$ cat src/rtl/ex_result_pkg.sv
// Shared definitions for the execute-stage result path: funct3 encodings,
// skid-buffer state encoding and datapath width defaults.
package ex_result_pkg;

  localparam int XLEN_DEFAULT       = 32;
  localparam int REG_ADDR_W_DEFAULT = 5;

  // Integer-op funct3 encodings; SRL and SRA share F3_SRL.
  localparam logic [2:0] F3_ADD  = 3'b000;
  localparam logic [2:0] F3_SLL  = 3'b001;
  localparam logic [2:0] F3_SLT  = 3'b010;
  localparam logic [2:0] F3_SLTU = 3'b011;
  localparam logic [2:0] F3_XOR  = 3'b100;
  localparam logic [2:0] F3_SRL  = 3'b101;
  localparam logic [2:0] F3_OR   = 3'b110;
  localparam logic [2:0] F3_AND  = 3'b111;

  typedef enum logic [1:0] {
    ST_EMPTY = 2'd0,
    ST_ONE   = 2'd1,
    ST_TWO   = 2'd2
  } ex_state_e;

endpackage

$ cat src/rtl/ex_result_mux.sv
// Combinational ALU result select by funct3. The set unit only produces a
// meaningful bit 0, so its upper bits are forced to zero here.
module ex_result_mux
  import ex_result_pkg::*;
#(
  parameter int XLEN = XLEN_DEFAULT
) (
  input  logic [2:0]      funct3_i,
  input  logic [XLEN-1:0] add_res_i,
  input  logic [XLEN-1:0] set_res_i,
  input  logic [XLEN-1:0] logic_res_i,
  input  logic [XLEN-1:0] shift_res_i,
  output logic [XLEN-1:0] result_o
);

  logic unused_set_hi;
  assign unused_set_hi = ^set_res_i[XLEN-1:1];

  always_comb begin
    result_o = logic_res_i;
    case (funct3_i)
      F3_ADD:          result_o = add_res_i;
      F3_SLL, F3_SRL:  result_o = shift_res_i;
      F3_SLT, F3_SLTU: result_o = {{(XLEN-1){1'b0}}, set_res_i[0]};
      default:         result_o = logic_res_i;
    endcase
  end

endmodule

$ cat src/rtl/ex_result_stage.sv
// EX/MEM boundary: selects the ALU result, holds it in a 2-entry skid buffer
// (head drives MEM and the forwarding path, skid absorbs one MEM stall).
module ex_result_stage
  import ex_result_pkg::*;
#(
  parameter int XLEN       = XLEN_DEFAULT,
  parameter int REG_ADDR_W = REG_ADDR_W_DEFAULT
) (
  input  logic                  CLK,
  input  logic                  rst_n,
  input  logic                  Flush,
  input  logic                  In_Valid,
  output logic                  In_Ready,
  input  logic [2:0]            Funct3,
  input  logic [REG_ADDR_W-1:0] Rd_Addr,
  input  logic                  Reg_Wr,
  input  logic [XLEN-1:0]       Add_Res,
  input  logic [XLEN-1:0]       Set_Res,
  input  logic [XLEN-1:0]       Logic_Res,
  input  logic [XLEN-1:0]       Shift_Res,
  output logic                  Out_Valid,
  input  logic                  Out_Ready,
  output logic [XLEN-1:0]       Out_Result,
  output logic [REG_ADDR_W-1:0] Out_Rd,
  output logic                  Out_Reg_Wr,
  output logic                  Fwd_Valid,
  output logic [REG_ADDR_W-1:0] Fwd_Rd,
  output logic [XLEN-1:0]       Fwd_Data,
  output ex_state_e             Dbg_State
);

  // Handshake: a transfer happens on a rising edge where valid and ready are
  // both high; valid never waits on ready, and a raised valid with its data
  // stays stable until it is transferred (or flushed).

  logic [XLEN-1:0]       new_result;
  logic                  new_wr;

  ex_state_e             state_q, state_d;
  logic                  in_ready_q, in_ready_d;
  logic [XLEN-1:0]       head_result_q, head_result_d;
  logic [REG_ADDR_W-1:0] head_rd_q, head_rd_d;
  logic                  head_wr_q, head_wr_d;
  logic [XLEN-1:0]       skid_result_q, skid_result_d;
  logic [REG_ADDR_W-1:0] skid_rd_q, skid_rd_d;
  logic                  skid_wr_q, skid_wr_d;

  logic                  out_valid;
  logic                  accept;
  logic                  pop;

  ex_result_mux #(.XLEN(XLEN)) u_mux (
    .funct3_i    (Funct3),
    .add_res_i   (Add_Res),
    .set_res_i   (Set_Res),
    .logic_res_i (Logic_Res),
    .shift_res_i (Shift_Res),
    .result_o    (new_result)
  );

  // x0 is hardwired zero: never let an entry claim to write it.
  assign new_wr    = Reg_Wr & (Rd_Addr != '0);
  assign out_valid = (state_q != ST_EMPTY);
  assign accept    = In_Valid & in_ready_q;
  assign pop       = out_valid & Out_Ready;

  always_comb begin
    state_d       = state_q;
    head_result_d = head_result_q;
    head_rd_d     = head_rd_q;
    head_wr_d     = head_wr_q;
    skid_result_d = skid_result_q;
    skid_rd_d     = skid_rd_q;
    skid_wr_d     = skid_wr_q;
    if (Flush) begin
      state_d = ST_EMPTY;
    end else begin
      case (state_q)
        ST_EMPTY: begin
          if (accept) begin
            head_result_d = new_result;
            head_rd_d     = Rd_Addr;
            head_wr_d     = new_wr;
            state_d       = ST_ONE;
          end
        end
        ST_ONE: begin
          if (accept && pop) begin
            head_result_d = new_result;
            head_rd_d     = Rd_Addr;
            head_wr_d     = new_wr;
          end else if (accept) begin
            skid_result_d = new_result;
            skid_rd_d     = Rd_Addr;
            skid_wr_d     = new_wr;
            state_d       = ST_TWO;
          end else if (pop) begin
            state_d = ST_EMPTY;
          end
        end
        ST_TWO: begin
          // In_Ready is low here, so only a pop can move the buffer.
          if (pop) begin
            head_result_d = skid_result_q;
            head_rd_d     = skid_rd_q;
            head_wr_d     = skid_wr_q;
            state_d       = ST_ONE;
          end
        end
        default: state_d = ST_EMPTY;
      endcase
    end
    in_ready_d = (state_d != ST_TWO);
  end

  always_ff @(posedge CLK or negedge rst_n) begin
    if (!rst_n) begin
      state_q       <= ST_EMPTY;
      in_ready_q    <= 1'b1;
      head_result_q <= '0;
      head_rd_q     <= '0;
      head_wr_q     <= 1'b0;
      skid_result_q <= '0;
      skid_rd_q     <= '0;
      skid_wr_q     <= 1'b0;
    end else begin
      state_q       <= state_d;
      in_ready_q    <= in_ready_d;
      head_result_q <= head_result_d;
      head_rd_q     <= head_rd_d;
      head_wr_q     <= head_wr_d;
      skid_result_q <= skid_result_d;
      skid_rd_q     <= skid_rd_d;
      skid_wr_q     <= skid_wr_d;
    end
  end

  assign In_Ready   = in_ready_q;
  assign Out_Valid  = out_valid;
  assign Out_Result = head_result_q;
  assign Out_Rd     = head_rd_q;
  assign Out_Reg_Wr = head_wr_q;
  assign Fwd_Valid  = out_valid & head_wr_q & (head_rd_q != '0);
  assign Fwd_Rd     = head_rd_q;
  assign Fwd_Data   = head_result_q;
  assign Dbg_State  = state_q;

endmodule

$ cat config.mk
export PLATFORM = sky130hd
export DESIGN_NAME = ex_result_stage
export DESIGN_NICKNAME = d
export VERILOG_FILES = /design/src/rtl/ex_result_pkg.sv /design/src/rtl/ex_result_mux.sv /design/src/rtl/ex_result_stage.sv
export SDC_FILE = /design/constraint.sdc
export NUM_CORES = 1
export LEC_CHECK = 0
export CAP_MARGIN = 20
export CORE_MARGIN = 4
export CORE_UTILIZATION = 42
export DETAILED_ROUTE_END_ITERATION = 10
export HOLD_SLACK_MARGIN = 0.12
export PLACE_DENSITY = 0.84
export SYNTH_ARGS = -nofsm -noshare
export SYNTH_HDL_FRONTEND = slang
export SYNTH_SLANG_ARGS = --single-unit
$ cat constraint.sdc
create_clock -name CLK -period 1.9 [get_ports CLK]
set_input_delay 0.19 -clock CLK [delete_from_list [all_inputs] [get_ports CLK]]
set_output_delay 0.19 -clock CLK [all_outputs]
set_load 0.03 [all_outputs]
==> summary by stage <==
Timing
The post-route fraction of the period consumed by the critical path is 96.4%. The number of setup violations in the final report is 0. The top achievable clock speed is 546 MHz. The clock period minus final worst setup slack is 1.83 ns.

For the final database, setup skew stands at ~0.0055 ns. The number of slew-limit violations in the final report is 0. Setup repair after global routing left no endpoint under its margin. The number of hold violations in the final report came to 0. The normalized max-slew margin is 67.0%. For the pin with the worst max-slew slack, the measured transition is 0.495 ns.

Yosys
The cell count after synthesis came out at between 400 and 500. In the synthesized netlist the dominant register cell turns out to be sky130_fd_sc_hd__dfrtp_1. The fraction of synthesized cell area taken by the top area cell type is between 40% and 50%. The portion of the post-synthesis area used by sequential elements is around two fifths. The mapped netlist covers roughly 4800 um2.

Counting flops with a built-in enable in the synthesized netlist gives 0. The register bit total from synthesis is between 70 and 80. Sorting the synthesized cells by area gives the leading types as sky130_fd_sc_hd__dfrtp_1, sky130_fd_sc_hd__mux2_4, sky130_fd_sc_hd__buf_4. The mean instance size in the synthesized netlist is 10.1 um2. The number of distinct standard cells referenced by the synthesized netlist is 38. The share of synthesized flip-flops with an asynchronous set or reset is 100%. The number of nets handed over by synthesis was between 600 and 700. The count of yosys warnings during synthesis is 0. The largest total area in the synthesized netlist belongs to sky130_fd_sc_hd__dfrtp_1.

Routing
The number of nets with antenna violations after detailed routing is 0. The detail-routed via count per cell is 5.72. The number of optimization iterations in the first detailed-route pass is 4.

The post-detailed-route wirelength per cell is approximately 19 um. The number of violations reported at the end of detailed-routing iteration 0 is around 270. After detailed routing, the number of remaining DRC violations is 0. Detailed routing inserted a total of 4,312 vias. Wires add up to 14.0 mm.

Finish
From synthesis to final layout, the design area changed by 44.8%. The share of final-layout standard cells stronger than drive strength 1 is between 10% and 20%. The count of nets after finishing is 752.

The post-layout instance count excluding filler cells is 754. 0 antenna diodes ended up in the layout. After routing the design area is between 6000 and 7000 um2.

Placed design
The half-perimeter wire length of the detailed placement result is between 9 and 10 mm. The total cell area at the placement stage is about 6600 um2. The final RePlAce weighted congestion is about 0.8.

The cell count after placement is between 700 and 800. The count of buffers added on input and output ports is 190.

Critical path
On the critical path, the stage with the largest delay is an instance of sky130_fd_sc_hd__dfstp_2. The total stage count of the critical path is 4. The startpoint identified for the worst register-to-register timing path is In_Ready$_DFF_PN1_. In this run the critical register-to-register path is captured at skid_result_q[18]$_DFFE_PN0P_. The critical path arrival is 2.04 ns. The combined buffer and inverter count along the critical path is 1.

The type of the worst setup path is reg2reg. The largest single stage delay on the critical path is between 0.5 and 0.6 ns. Across all register-to-register paths, the minimum setup slack is approximately 0.07 ns. The signal on the critical path passes through nand4b_1 -> or3_2 -> buf_12 -> mux2_4. STA classifies the critical path startpoint as a flop. The required time at the worst-slack endpoint is 2.11 ns. STA classifies the critical path endpoint as a flop. The worst register-to-register path has a depth of 4.

The dominant delay contributor by cell family on the critical path is simple AND/OR/NAND/NOR gates. In this run the worst path has a maximum fanout of 41.

Power
The leakage power summed over all cells is 0.00302 uW. In this run the power spent charging and discharging nets is about 2200 uW. The internal power of the cells is 4500 uW. Per report_power, the clock group accounts for 25.7% of the total.

For this design the ratio of total power to cell area is roughly 980 nW/um2. Combinational logic is responsible for 38.8% of the overall power. The worst-case IR drop observed on VDD is roughly 0.48 mV. Of the total power, the share spent switching nets is approximately 33%.

The share of total power dissipated in sequential elements is around 36%.

Floorplan
For this design the top-level I/O count stands at 222. The horizontal extent of the die is about 110 um. The die is ~110 um tall. The die area is between 10,000 and 15,000 um2. The core region is roughly 11,000 um2.

The effective utilization at floorplan is between 40% and 50%. The floorplan row count is 38.

Global routing
The first-pass GRT wire length is about 22 mm. The number of global-route vias before repair is between 4,000 and 5,000. The initial antenna violation count came to 0. Global routing finished with a remaining overflow of 0. The pin count of the biggest net entering global routing is 65.

Across every metal layer, demand over resource in global routing totals 21.2%.

Run status
The run finished with clean final reports.

Job
The number of maximum-capacitance violations is 0.

CTS
The clock reaches the later pin of the worst-skew pair after ~0.33 ns. The total number of H-tree levels is 3. The total CTS buffers is 9. The clock tree buffer depth is 2. TritonCTS built the clock tree. The clock-pin slew reported for the worst setup and hold paths after clock tree synthesis is 0.06 ns. The tree built by TritonCTS fans out to 79 sinks. CTS placed an instance of sky130_fd_sc_hd__clkbuf_16 at the clock tree root.

Min path
The type of the worst min-delay path is in2async.
-- worst max path at each step --
stage	start	to	slack, ns
after CTS	Dbg_State[0]$_DFF_PN0_	Out_Valid	0.0008
after floorplan	In_Ready$_DFF_PN1_	Fwd_Data[21]$_DFFE_PN0P_	0.11
after global placement	In_Valid	skid_result_q[18]$_DFFE_PN0P_	-0.02
after detailed placement	In_Valid	skid_result_q[14]$_DFFE_PN0P_	-0.06
after global routing	Fwd_Rd[0]$_DFFE_PN0P_	Fwd_Valid	0.02
final	In_Ready$_DFF_PN1_	skid_result_q[18]$_DFFE_PN0P_	0.07
-- synthesized netlist by cell type, drive strengths merged (3+ instances only) --
master,count
mux2i,5
mux2,37
dfrtp,78
nor2b,3
a32oi,30
a22o,31
clkbuf,19
buf,63
nand2,13
nor2,65
o211ai,31
o21ai,39
a22oi,31
-- cell usage in the layout, fill, tap and decap left out, types with 2 or more instances in the layout --
| cell type | netlist | layout |
|---|---|---|
| sky130_fd_sc_hd__a22oi_1 | 31 | 31 |
| sky130_fd_sc_hd__a22o_1 | 31 | 31 |
| sky130_fd_sc_hd__mux2_4 | 34 | 34 |
| sky130_fd_sc_hd__mux2i_1 | 5 | 5 |
| sky130_fd_sc_hd__nand2_1 | 13 | 13 |
| sky130_fd_sc_hd__inv_1 | 2 | 2 |
| sky130_fd_sc_hd__mux2_2 | 3 | 3 |
| sky130_fd_sc_hd__clkbuf_16 | 0 | 9 |
| sky130_fd_sc_hd__dfrtp_1 | 78 | 78 |
| sky130_fd_sc_hd__clkbuf_8 | 0 | 2 |
| sky130_fd_sc_hd__buf_4 | 37 | 15 |
| sky130_fd_sc_hd__o21ai_1 | 5 | 5 |
| sky130_fd_sc_hd__or4_1 | 2 | 2 |
| sky130_fd_sc_hd__a32oi_1 | 30 | 30 |
| sky130_fd_sc_hd__o211a_1 | 2 | 2 |
| sky130_fd_sc_hd__buf_12 | 0 | 7 |
| sky130_fd_sc_hd__nor2b_1 | 3 | 2 |
| sky130_fd_sc_hd__clkdlybuf4s50_1 | 0 | 185 |
| sky130_fd_sc_hd__o211ai_1 | 31 | 31 |
| sky130_fd_sc_hd__o21ai_0 | 34 | 34 |
| sky130_fd_sc_hd__nor2_1 | 65 | 64 |
| sky130_fd_sc_hd__buf_2 | 16 | 3 |
-- cells by family after synthesis --
| kind of cell | synth area share, % |
|---|---|
| and+or+nand+nor | 8.05 |
| muxes | 12.5 |
| DFF | 41.6 |
| buffers and inverters | 10.6 |
| xor gates and xnor gates | 0.184 |
| AOI/OAI and AO/OA | 27.0 |
-- per-layer routing --
| metal | wire, um | global-route usage (%) | up-vias |
|---|---|---|---|
| li1 | - | - | 2013 |
| met2 | 7050 | 36.0 | 181 |
| met4 | 210 | 7.68 | 0 |
| met5 | 0 | 0 | - |
| met1 | 5690 | 26.1 | 2103 |
| met3 | 1050 | 5.07 | 15 |
-- power groups by stage --
stage | clock, uW | combinational, uW | sequential [uW]
floorplan | 0 | 1370 | 2670
global placement | 0 | 2570 | 2380
detailed placement | 0 | 2630 | 2400
CTS | 1760 | 2640 | 2390
global route | 1830 | 2760 | 2440
finish | 1730 | 2620 | 2390
-- area by class of cell --
type,count,area (um2)
fill,905,4050
multi-input combinational,306,2280
timing repair buffer,212,2140
sequential,79,1980
clock buffer,12,256
tap,140,175
clock inverter,3,42.5
inverter,2,7.51
-- sequential cells by signal, summed over array words and instances (netlist names) --
signal,flops
Fwd_Data,32
Out_Reg_Wr,1
In_Ready,1
skid_result_q,32
Dbg_State,2
Fwd_Rd,5
skid_rd_q,5
skid_wr_q,1
-- metrics by stage --
stage                     utilization [%]  total power (uW)  setup TNS (ns)  worst slack (ns)  hold slack, ns
after global routing                 62.9              7030               0            0.0204           0.412
after detailed placement             60.1              5030           -1.77           -0.0601           0.186
after floorplan                         -              4040               0             0.105          -0.106
final                                62.9              6730               0            0.0687           0.376
after CTS                            62.9              6780               0          0.000820           0.366
after global placement               60.1              4960          -0.724           -0.0242           0.176
-- repair_timing --
item,CTS,global route
endpoints found under the hold margin,34,0
setup endpoints to repair,1,1
gates resized for setup,5,1
setup buffers,0,0
hold buffers,1,0
Power figures use the tool's default switching activity.
